===== src/rtl/rx_len_pkg.sv =====
// Shared constants and FSM encoding for the 10G RX frame length controller.
package rx_len_pkg;

  typedef enum logic [1:0] {
    IDLE = 2'd0,
    RECV = 2'd1,
    DROP = 2'd2
  } state_e;

  localparam int MIN_LEN_DEF   = 64;
  localparam int MAX_LEN_DEF   = 1518;
  localparam int JUMBO_LEN_DEF = 9018;
  localparam int CNT_W_DEF     = 12;
  localparam int MAX_WORDS     = (2 ** CNT_W_DEF) - 1;

endpackage


===== src/rtl/rx_len_ctrl_counter.sv =====
// Receive data word counter: synchronous load-to-zero has priority over count enable.
module counter #(
  parameter int WIDTH = 12
) (
  input  logic             clk,
  input  logic             reset,
  input  logic             load,
  input  logic             en,
  output logic [WIDTH-1:0] count
);

  logic [WIDTH-1:0] cnt_q, cnt_d;

  always_comb begin
    cnt_d = cnt_q;
    if (load)    cnt_d = '0;
    else if (en) cnt_d = cnt_q + 1'b1;
  end

  always_ff @(posedge clk or posedge reset) begin
    if (reset) cnt_q <= '0;
    else       cnt_q <= cnt_d;
  end

  assign count = cnt_q;

endmodule


===== src/rtl/rx_len_ctrl.sv =====
// RX frame length controller: gates the word counter between SFD and /T/, builds the
// byte length and runt/oversize/error flags, and emits a one-cycle length report.
module rx_len_ctrl
  import rx_len_pkg::*;
#(
  parameter int MIN_LEN   = MIN_LEN_DEF,
  parameter int MAX_LEN   = MAX_LEN_DEF,
  parameter int JUMBO_LEN = JUMBO_LEN_DEF,
  parameter int CNT_W     = CNT_W_DEF
) (
  input  logic             rxclk,
  input  logic             reset,
  input  logic             sfd_det,
  input  logic             term_det,
  input  logic [2:0]       term_pos,
  input  logic             rx_err,
  input  logic             cfg_jumbo,
  output logic             receiving,
  output logic [CNT_W-1:0] frame_cnt,
  output logic             len_valid,
  output logic [CNT_W+2:0] frame_len,
  output logic             len_short,
  output logic             len_long,
  output logic             len_err
);

  localparam int LW = CNT_W + 3;
  // Saturated report length: all-ones word count, zero tail (15'h7FF8 at 12 bits).
  localparam logic [LW-1:0]    SAT_LEN = {{CNT_W{1'b1}}, 3'b000};
  localparam logic [CNT_W-1:0] CNT_MAX = '1;

  state_e          state_q, state_d;
  logic            restart_q, restart_d;
  logic            err_seen_q, err_seen_d;
  logic            len_valid_q, len_valid_d;
  logic [LW-1:0]   frame_len_q, frame_len_d;
  logic            len_short_q, len_short_d;
  logic            len_long_q, len_long_d;
  logic            len_err_q, len_err_d;

  logic            rpt_fire, frame_start;
  logic [CNT_W-1:0] cnt_eff;
  logic [LW-1:0]   calc_len, lim;

  counter #(.WIDTH(CNT_W)) data_counter (
    .clk   (rxclk),
    .reset (reset),
    .load  (~receiving),
    .en    (receiving),
    .count (frame_cnt)
  );

  // During the forced restart cycle the counter still shows the old frame's count.
  assign cnt_eff  = restart_q ? '0 : frame_cnt;
  assign calc_len = {cnt_eff, 3'b000} + {{(LW-3){1'b0}}, (term_det ? term_pos : 3'd0)};
  assign lim      = cfg_jumbo ? LW'(JUMBO_LEN) : LW'(MAX_LEN);

  always_ff @(posedge rxclk or posedge reset) begin
    if (reset) state_q <= IDLE;
    else       state_q <= state_d;
  end

  always_comb begin
    state_d = state_q;
    case (state_q)
      IDLE: if (sfd_det) state_d = RECV;
      RECV: begin
        if (term_det)                state_d = IDLE;
        else if (sfd_det)            state_d = RECV;
        else if (cnt_eff == CNT_MAX) state_d = DROP;
      end
      DROP: begin
        if (term_det)     state_d = IDLE;
        else if (sfd_det) state_d = RECV;
      end
      default: state_d = IDLE;
    endcase
  end

  always_comb begin
    receiving   = (state_q == RECV) & ~term_det & ~restart_q;
    rpt_fire    = (state_q != IDLE) & (term_det | sfd_det);
    frame_start = sfd_det & ((state_q == IDLE) | ~term_det);
    restart_d   = (state_q == RECV) & sfd_det & ~term_det;

    err_seen_d = err_seen_q;
    if (frame_start)                       err_seen_d = 1'b0;
    else if ((state_q != IDLE) && rx_err)  err_seen_d = 1'b1;

    len_valid_d = rpt_fire;
    frame_len_d = frame_len_q;
    len_short_d = len_short_q;
    len_long_d  = len_long_q;
    len_err_d   = len_err_q;
    if (rpt_fire) begin
      // A report without /T/ means the next SFD cut the frame short.
      len_err_d = err_seen_q | rx_err | ~term_det;
      if (state_q == DROP) begin
        frame_len_d = SAT_LEN;
        len_short_d = 1'b0;
        len_long_d  = 1'b1;
      end else begin
        frame_len_d = calc_len;
        len_short_d = calc_len < LW'(MIN_LEN);
        len_long_d  = calc_len > lim;
      end
    end
  end

  always_ff @(posedge rxclk or posedge reset) begin
    if (reset) begin
      restart_q   <= 1'b0;
      err_seen_q  <= 1'b0;
      len_valid_q <= 1'b0;
      frame_len_q <= '0;
      len_short_q <= 1'b0;
      len_long_q  <= 1'b0;
      len_err_q   <= 1'b0;
    end else begin
      restart_q   <= restart_d;
      err_seen_q  <= err_seen_d;
      len_valid_q <= len_valid_d;
      frame_len_q <= frame_len_d;
      len_short_q <= len_short_d;
      len_long_q  <= len_long_d;
      len_err_q   <= len_err_d;
    end
  end

  assign len_valid = len_valid_q;
  assign frame_len = frame_len_q;
  assign len_short = len_short_q;
  assign len_long  = len_long_q;
  assign len_err   = len_err_q;

endmodule

===== config.mk =====
export PLATFORM = sky130hd
export DESIGN_NAME = rx_len_ctrl
export DESIGN_NICKNAME = d
export VERILOG_FILES = /design/src/rtl/rx_len_pkg.sv /design/src/rtl/rx_len_ctrl_counter.sv /design/src/rtl/rx_len_ctrl.sv
export SDC_FILE = /design/constraint.sdc
export NUM_CORES = 1
export LEC_CHECK = 0
export ABC_AREA = 1
export CAP_MARGIN = 20
export CORE_ASPECT_RATIO = 2
export CORE_MARGIN = 1.5
export CORE_UTILIZATION = 30
export CTS_BUF_LIST = sky130_fd_sc_hd__clkbuf_8 sky130_fd_sc_hd__clkbuf_16
export CTS_CLUSTER_SIZE = 8
export DETAILED_ROUTE_END_ITERATION = 16
export PLACE_DENSITY = 0.65
export SLEW_MARGIN = 10
export SYNTH_ARGS = -nofsm -noshare
export SYNTH_HDL_FRONTEND = slang
export SYNTH_SLANG_ARGS = --single-unit

===== constraint.sdc =====
create_clock -name rxclk -period 1.5 [get_ports rxclk]
set_input_delay 0.3 -clock rxclk [delete_from_list [all_inputs] [get_ports rxclk]]
set_output_delay 0.3 -clock rxclk [all_outputs]
set_load 0.005 [all_outputs]

Yosys cells after proc, flatten, opt, wreduce, memory -nomap -nowiden
Index checks and enable logic that the tools add are counted. Widths: inputs -> output; s select.

Bits in read-only memories: 0. Flip-flop bits (word level): 35. Memories kept: 0. Output and inout port bits: 32. Memory bits (writable): 0. Input bits: 9. Bits in latches: 0.

$lt $le $gt $ge: 2. Multiply operators: 0. Mux-type cells: 15. Div/mod/pow operators: 0. Reductions and logical operators: 4. Eq/ne operators: 4. Shifts and indexed selects: 0. Bitwise operators: 12. Add/subtract/negate cells: 2.

Operator list (number): $mux 12 (2); $add 15x3->15 (1); $gt 15x14->1 (1); $lt 15x7->1 const B (1); $mux 15 (1); $mux 14 (1); $add 12x1->12 const B (1); $eq 12x12->1 const B (1); $mux 2 (5); $and 1x1->1 (6); $pmux 2 s3 (1); $mux 1 (4); $ne 4x4->1 const B (1); $or 1x1->1 (4); $reduce_bool 2->1 (2); $mux 3 (1); $eq 2x1->1 const B (1); $eq 2x2->1 const B (1); $logic_not 2->1 (1); $not 1->1 (2); $logic_and 1x1->1 (1).

Longest topological paths before layout
Depth in word-level cells: 6. Depth in mapped cells: 14. Gate-level depth less buffers: 12.

Modules after synthesis
From an unflattened synthesis, not the netlist that was laid out.

Cell total of the unflattened synthesis: 251. Area total of the unflattened synthesis: 1958.1 µm².

By module, submodules not included: rx_len_ctrl (area an instance 1273.7 µm², cells an instance 162, times used 1, sequential area each 575.6 µm²); counter (area an instance 684.4 µm², cells an instance 89, times used 1, sequential area each 300.3 µm²).

Least setup slack after synthesis
OpenSTA, ideal clock, no wires.

Path type: reg2reg. Start: reg restart_q. End: reg len_long_q (netlist: len_long). Cell stages (with the launch flop): 15. Required time: 1.427 ns. Path slack: -0.055 ns. Period minus slack after synthesis: 1.555 ns. Arrival: 1.482 ns. Buffers on the path: 2. Cells stage by stage: dfrtp_1 > buf_6 > inv_4 > buf_6 > nand2_1 > inv_1 > ha_1 > inv_1 > nor2_2 > nand3_1 > nand2_1 > nand2_1 > nand3_1 > nand2_1 > a21oi_2.

Cells in the longest elaborated chain, start to end: 4.

Ends and longest elaborated chain: from (decl) (line rx_len_ctrl.sv:33) `logic restart_q, restart_d;`; from (signal assigned) (line rx_len_ctrl.sv:120) `restart_q <= restart_d;`; $mux 12 (line rx_len_ctrl.sv:54) `assign cnt_eff = restart_q ? '0 : frame_cnt;`; $add 15x3->15 (line rx_len_ctrl.sv:55) `assign calc_len = {cnt_eff, 3'b000} + {{(LW-3){1'b0}}, (term_det ? term_pos : 3'd0)};`; $gt 15x14->1 (line rx_len_ctrl.sv:105) `len_long_d = calc_len > lim;`; $mux 1 (line rx_len_ctrl.sv:98) `if (state_q == DROP) begin`; to (signal assigned) (line rx_len_ctrl.sv:125) `len_long_q <= len_long_d;`; to (decl) (line rx_len_ctrl.sv:38) `logic len_long_q, len_long_d;`.

Every way passes these cells. A chain may end at the register's enable or synchronous reset.

Worst setup path after layout
Start: reg restart_q. End: out receiving.

Cells in the longest elaborated chain, start to end: 2.

Ends and longest elaborated chain: $not 1->1 (line rx_len_ctrl.sv:81) `receiving = (state_q == RECV) & ~term_det & ~restart_q;`; $and 1x1->1 (line rx_len_ctrl.sv:81); to (decl) (line rx_len_ctrl.sv:18) `output logic receiving,`.

Every way passes these cells.

==> run metrics <==
mean instance size in the synthesized netlist=around 8 sq um; fraction of the mapped netlist area in compound gates=roughly a tenth; XOR/XNOR Fraction of Synth Area=less than 1%; Reg area=885.9 sq um; portion of netlist area occupied by mux cells=0%; fraction of post-synthesis cell area in the top cell type by area=47.88%; largest net degree at the start of global routing=36; root cell of the clock tree=sky130_fd_sc_hd__clkbuf_16; Seq cells post-synth=35; via count of the first global-routing pass=1855; detailed-router iteration count before antenna repair=6; die footprint=6603 sq um; clock latency at the later pin of the worst-skew pair=0.28 ns; clock skew=a little over 0.005 ns; combined area of the multi-input logic cells=roughly 840 sq um; Seq/Total Area, Yosys=a little under half; Fin. Hold Viols=0; number of nets with antenna violations after routing=0; worst IR drop on VDD=0.8710 mV; Floorplan Core Area=~6000 sq um; final setup fails=2; cell types with the largest area share after synthesis=sky130_fd_sc_hd__dfrtp_1, sky130_fd_sc_hd__nor2_1, sky130_fd_sc_hd__nand2_1; total congestion overflow=0; effective utilization at floorplan=30.71%; TritonCTS sink count=35; total I/O pin count=41; maximum fanout along the worst path=6; routed length per placed instance=~14 microns; arrival time worst endpoint=1.33 ns; number of buffers added by the clock tree synthesis step=5; first-pass GRT wire length=8418 microns; Rows=40; synthesized cell area=between 1500 and 2000 sq um; Tmin final=1.627 ns; type of origin of the critical path=flop; total wirelength of the detailed-routed design=5167 microns; count of routing violations after the opening detailed-route iteration=63; layout cells sized above 1=27.44%; reg2reg path depth=10; total global routing track utilization=17.28%; Post-CTS Hold Buffers=0; Fmax achieved=614.7 MHz; power per cell area=969.3 nW/um^2; last weighted congestion value of the routability-driven placer=a little under 0.9; post-placement worst setup slack=-0.5334 ns; Yosys cell types=28; Synth-to-Final Area Change=55.27%; maximum buffer depth of the clock tree=2; clock transition at the registers of the reported paths=0.05 ns; status=complete, but fails checks; failing checks=setup timing; die width=slightly below 60 microns; number of maximum-capacitance violations=0; reg-to-reg endpoint=len_long$_DFFE_PP0P_; vias after detailed routing=~1800; Hold Path Class=in -> async; remaining routing DRC violations=0; dpl hpwl=between 3000 and 4000 microns; ANT cells=0; critical path capture point type=output pin; number of antenna violations at the first check in global routing=0; synthesized-area fraction occupied by and/or/nand/nor cells=between 20 and 30%; number of pins with negative max-slew slack in the final report=0; number of levels the H-tree was split into=2; Port Buf Inserts=40; Period Utilization, post-route=108.4%; die boundary height=113.4 microns; R2R Setup Slk=-0.05 ns; r2r startpoint=restart_q$_DFF_PP0_; slew of the pin with the lowest slew margin=~0.4 ns; gate count after technology mapping=approximately 230; main combinational cell family by area after synthesis=simple AND/OR/NAND/NOR gates; final cell count without fillers=380; number of instances in the placed design=360; total power of the final layout=between 2 and 3 mW; Warnings, synthesis=0; Slew Limit Headroom=73.47%; data required time of the critical path=between 1 and 1.5 ns; post-route worst hold slack=0.3552 ns; number of nets produced by synthesis=243; Filler Cells Inserted=574; path type of the worst setup path=reg -> out; TritonCTS clock tree=yes; biggest area consumer among synthesized cells=sky130_fd_sc_hd__dfrtp_1; Final Core Density=a little under half; leakage power=1.366 nW; average vias per placed instance=4.734; # nets final=331; post-route setup slack=-0.1267 ns; RSZ-0062 raised after global routing=yes; adder-cell share of the synthesized area=about 4.1%
-- worst max-delay path, cell delays in order (launching register included) --
cell                      delay, ns
sky130_fd_sc_hd__dfrtp_2       0.47
sky130_fd_sc_hd__buf_4         0.17
sky130_fd_sc_hd__nor3_4        0.24
sky130_fd_sc_hd__buf_2         0.16
-- per-layer routing --
metal  GRT usage (%)  vias up  part of all wire [%]
met3           3.515       13                   2.2
met5               0        -                     0
met2           31.97       31                    58
met4           11.01        0                   4.4
li1                -      905                     -
met1           16.44      850                    35
-- stage by stage --
stage          instance area [sq um]  setup TNS, ns
6_report                        2840        -0.1742
3_3_place_gp                    2561         -9.897
3_5_place_dp                    2561         -10.86
4_1_cts                         2781        -0.1683
2_1_floorplan                   1832       -0.01410
5_1_grt                         2840        -0.3716
-- Yosys cell counts, drive strengths merged --
| library cell | instances |
|---|---|
| nor2 | 50 |
| nand2 | 40 |
| dfrtp | 35 |
| inv | 35 |
| a21oi | 15 |
| o21ai | 13 |
| nand3 | 8 |
| nor3 | 8 |
| ha | 6 |
| buf | 4 |
| nand4 | 4 |
| nor4 | 3 |
| a31oi | 1 |
| a32o | 1 |
| a41oi | 1 |
| and2 | 1 |
| nor3b | 1 |
| o21a | 1 |
| xnor2 | 1 |
-- layout make-up --
class                   instances  share of cell area [%]
multi-input cells             154                   29.56
flip-flops and latches         35                   31.19
repair buffers                 85                   26.92
clock buffers                   5                   4.405
clock inverters                 3                  0.4405
inverters                      35                   4.714
well taps                      63                   2.775
-- cells by family after synthesis --
family / count (synthesis)
flops: 35
fa+ha+maj: 6
xor+xnor: 1
compound gates: 32
simple gates: 115
buf+inv: 39
-- placed cells by master, fill, tap and decap left out, drive strengths merged, types with 7 or more instances in the layout --
| master | Yosys | final |
|---|---|---|
| nor2 | 50 | 50 |
| buf | 4 | 46 |
| nand2 | 40 | 40 |
| inv | 35 | 37 |
| dfrtp | 35 | 35 |
| clkdlybuf4s50 | 0 | 31 |
| a21oi | 15 | 15 |
| o21ai | 13 | 13 |
| nand3 | 8 | 8 |
| nor3 | 8 | 8 |
| dlygate4sd2 | 0 | 7 |
-- where the power goes --
group	internal [mW]	switching [mW]
Combinational	0.363	0.277
Sequential	1.06	0.0701
Clock	0.599	0.380
-- worst max path at each step --
stage / start / endpoint / slack, ns / depth (start not counted)
4_1_cts: state_q[0]$_DFFE_PP0P_ / receiving / -0.09 / 5
3_5_place_dp: term_det / frame_len[10]$_DFFE_PP0P_ / -0.53 / 5
3_3_place_gp: term_det / receiving / -0.51 / 3
6_report: restart_q$_DFF_PP0_ / receiving / -0.13 / 3
5_1_grt: restart_q$_DFF_PP0_ / len_long$_DFFE_PP0P_ / -0.21 / 12
2_1_floorplan: restart_q$_DFF_PP0_ / len_long$_DFFE_PP0P_ / -0.01 / 14
-- registers in the layout, summed over array words and instances (netlist names) --
register            count
data_counter.count     12
len_short               1
len_valid               1
len_long                1
state_q                 2
err_seen_q              1
frame_len              15
len_err                 1
restart_q               1
-- repair_timing --
action,CTS,global route
setup endpoints to repair,33,6
hold endpoints to repair,0,0
pin swaps,3,7
setup buffers,10,2
gates cloned,0,0
resized for setup,24,12
Power figures use the tool's default switching activity.
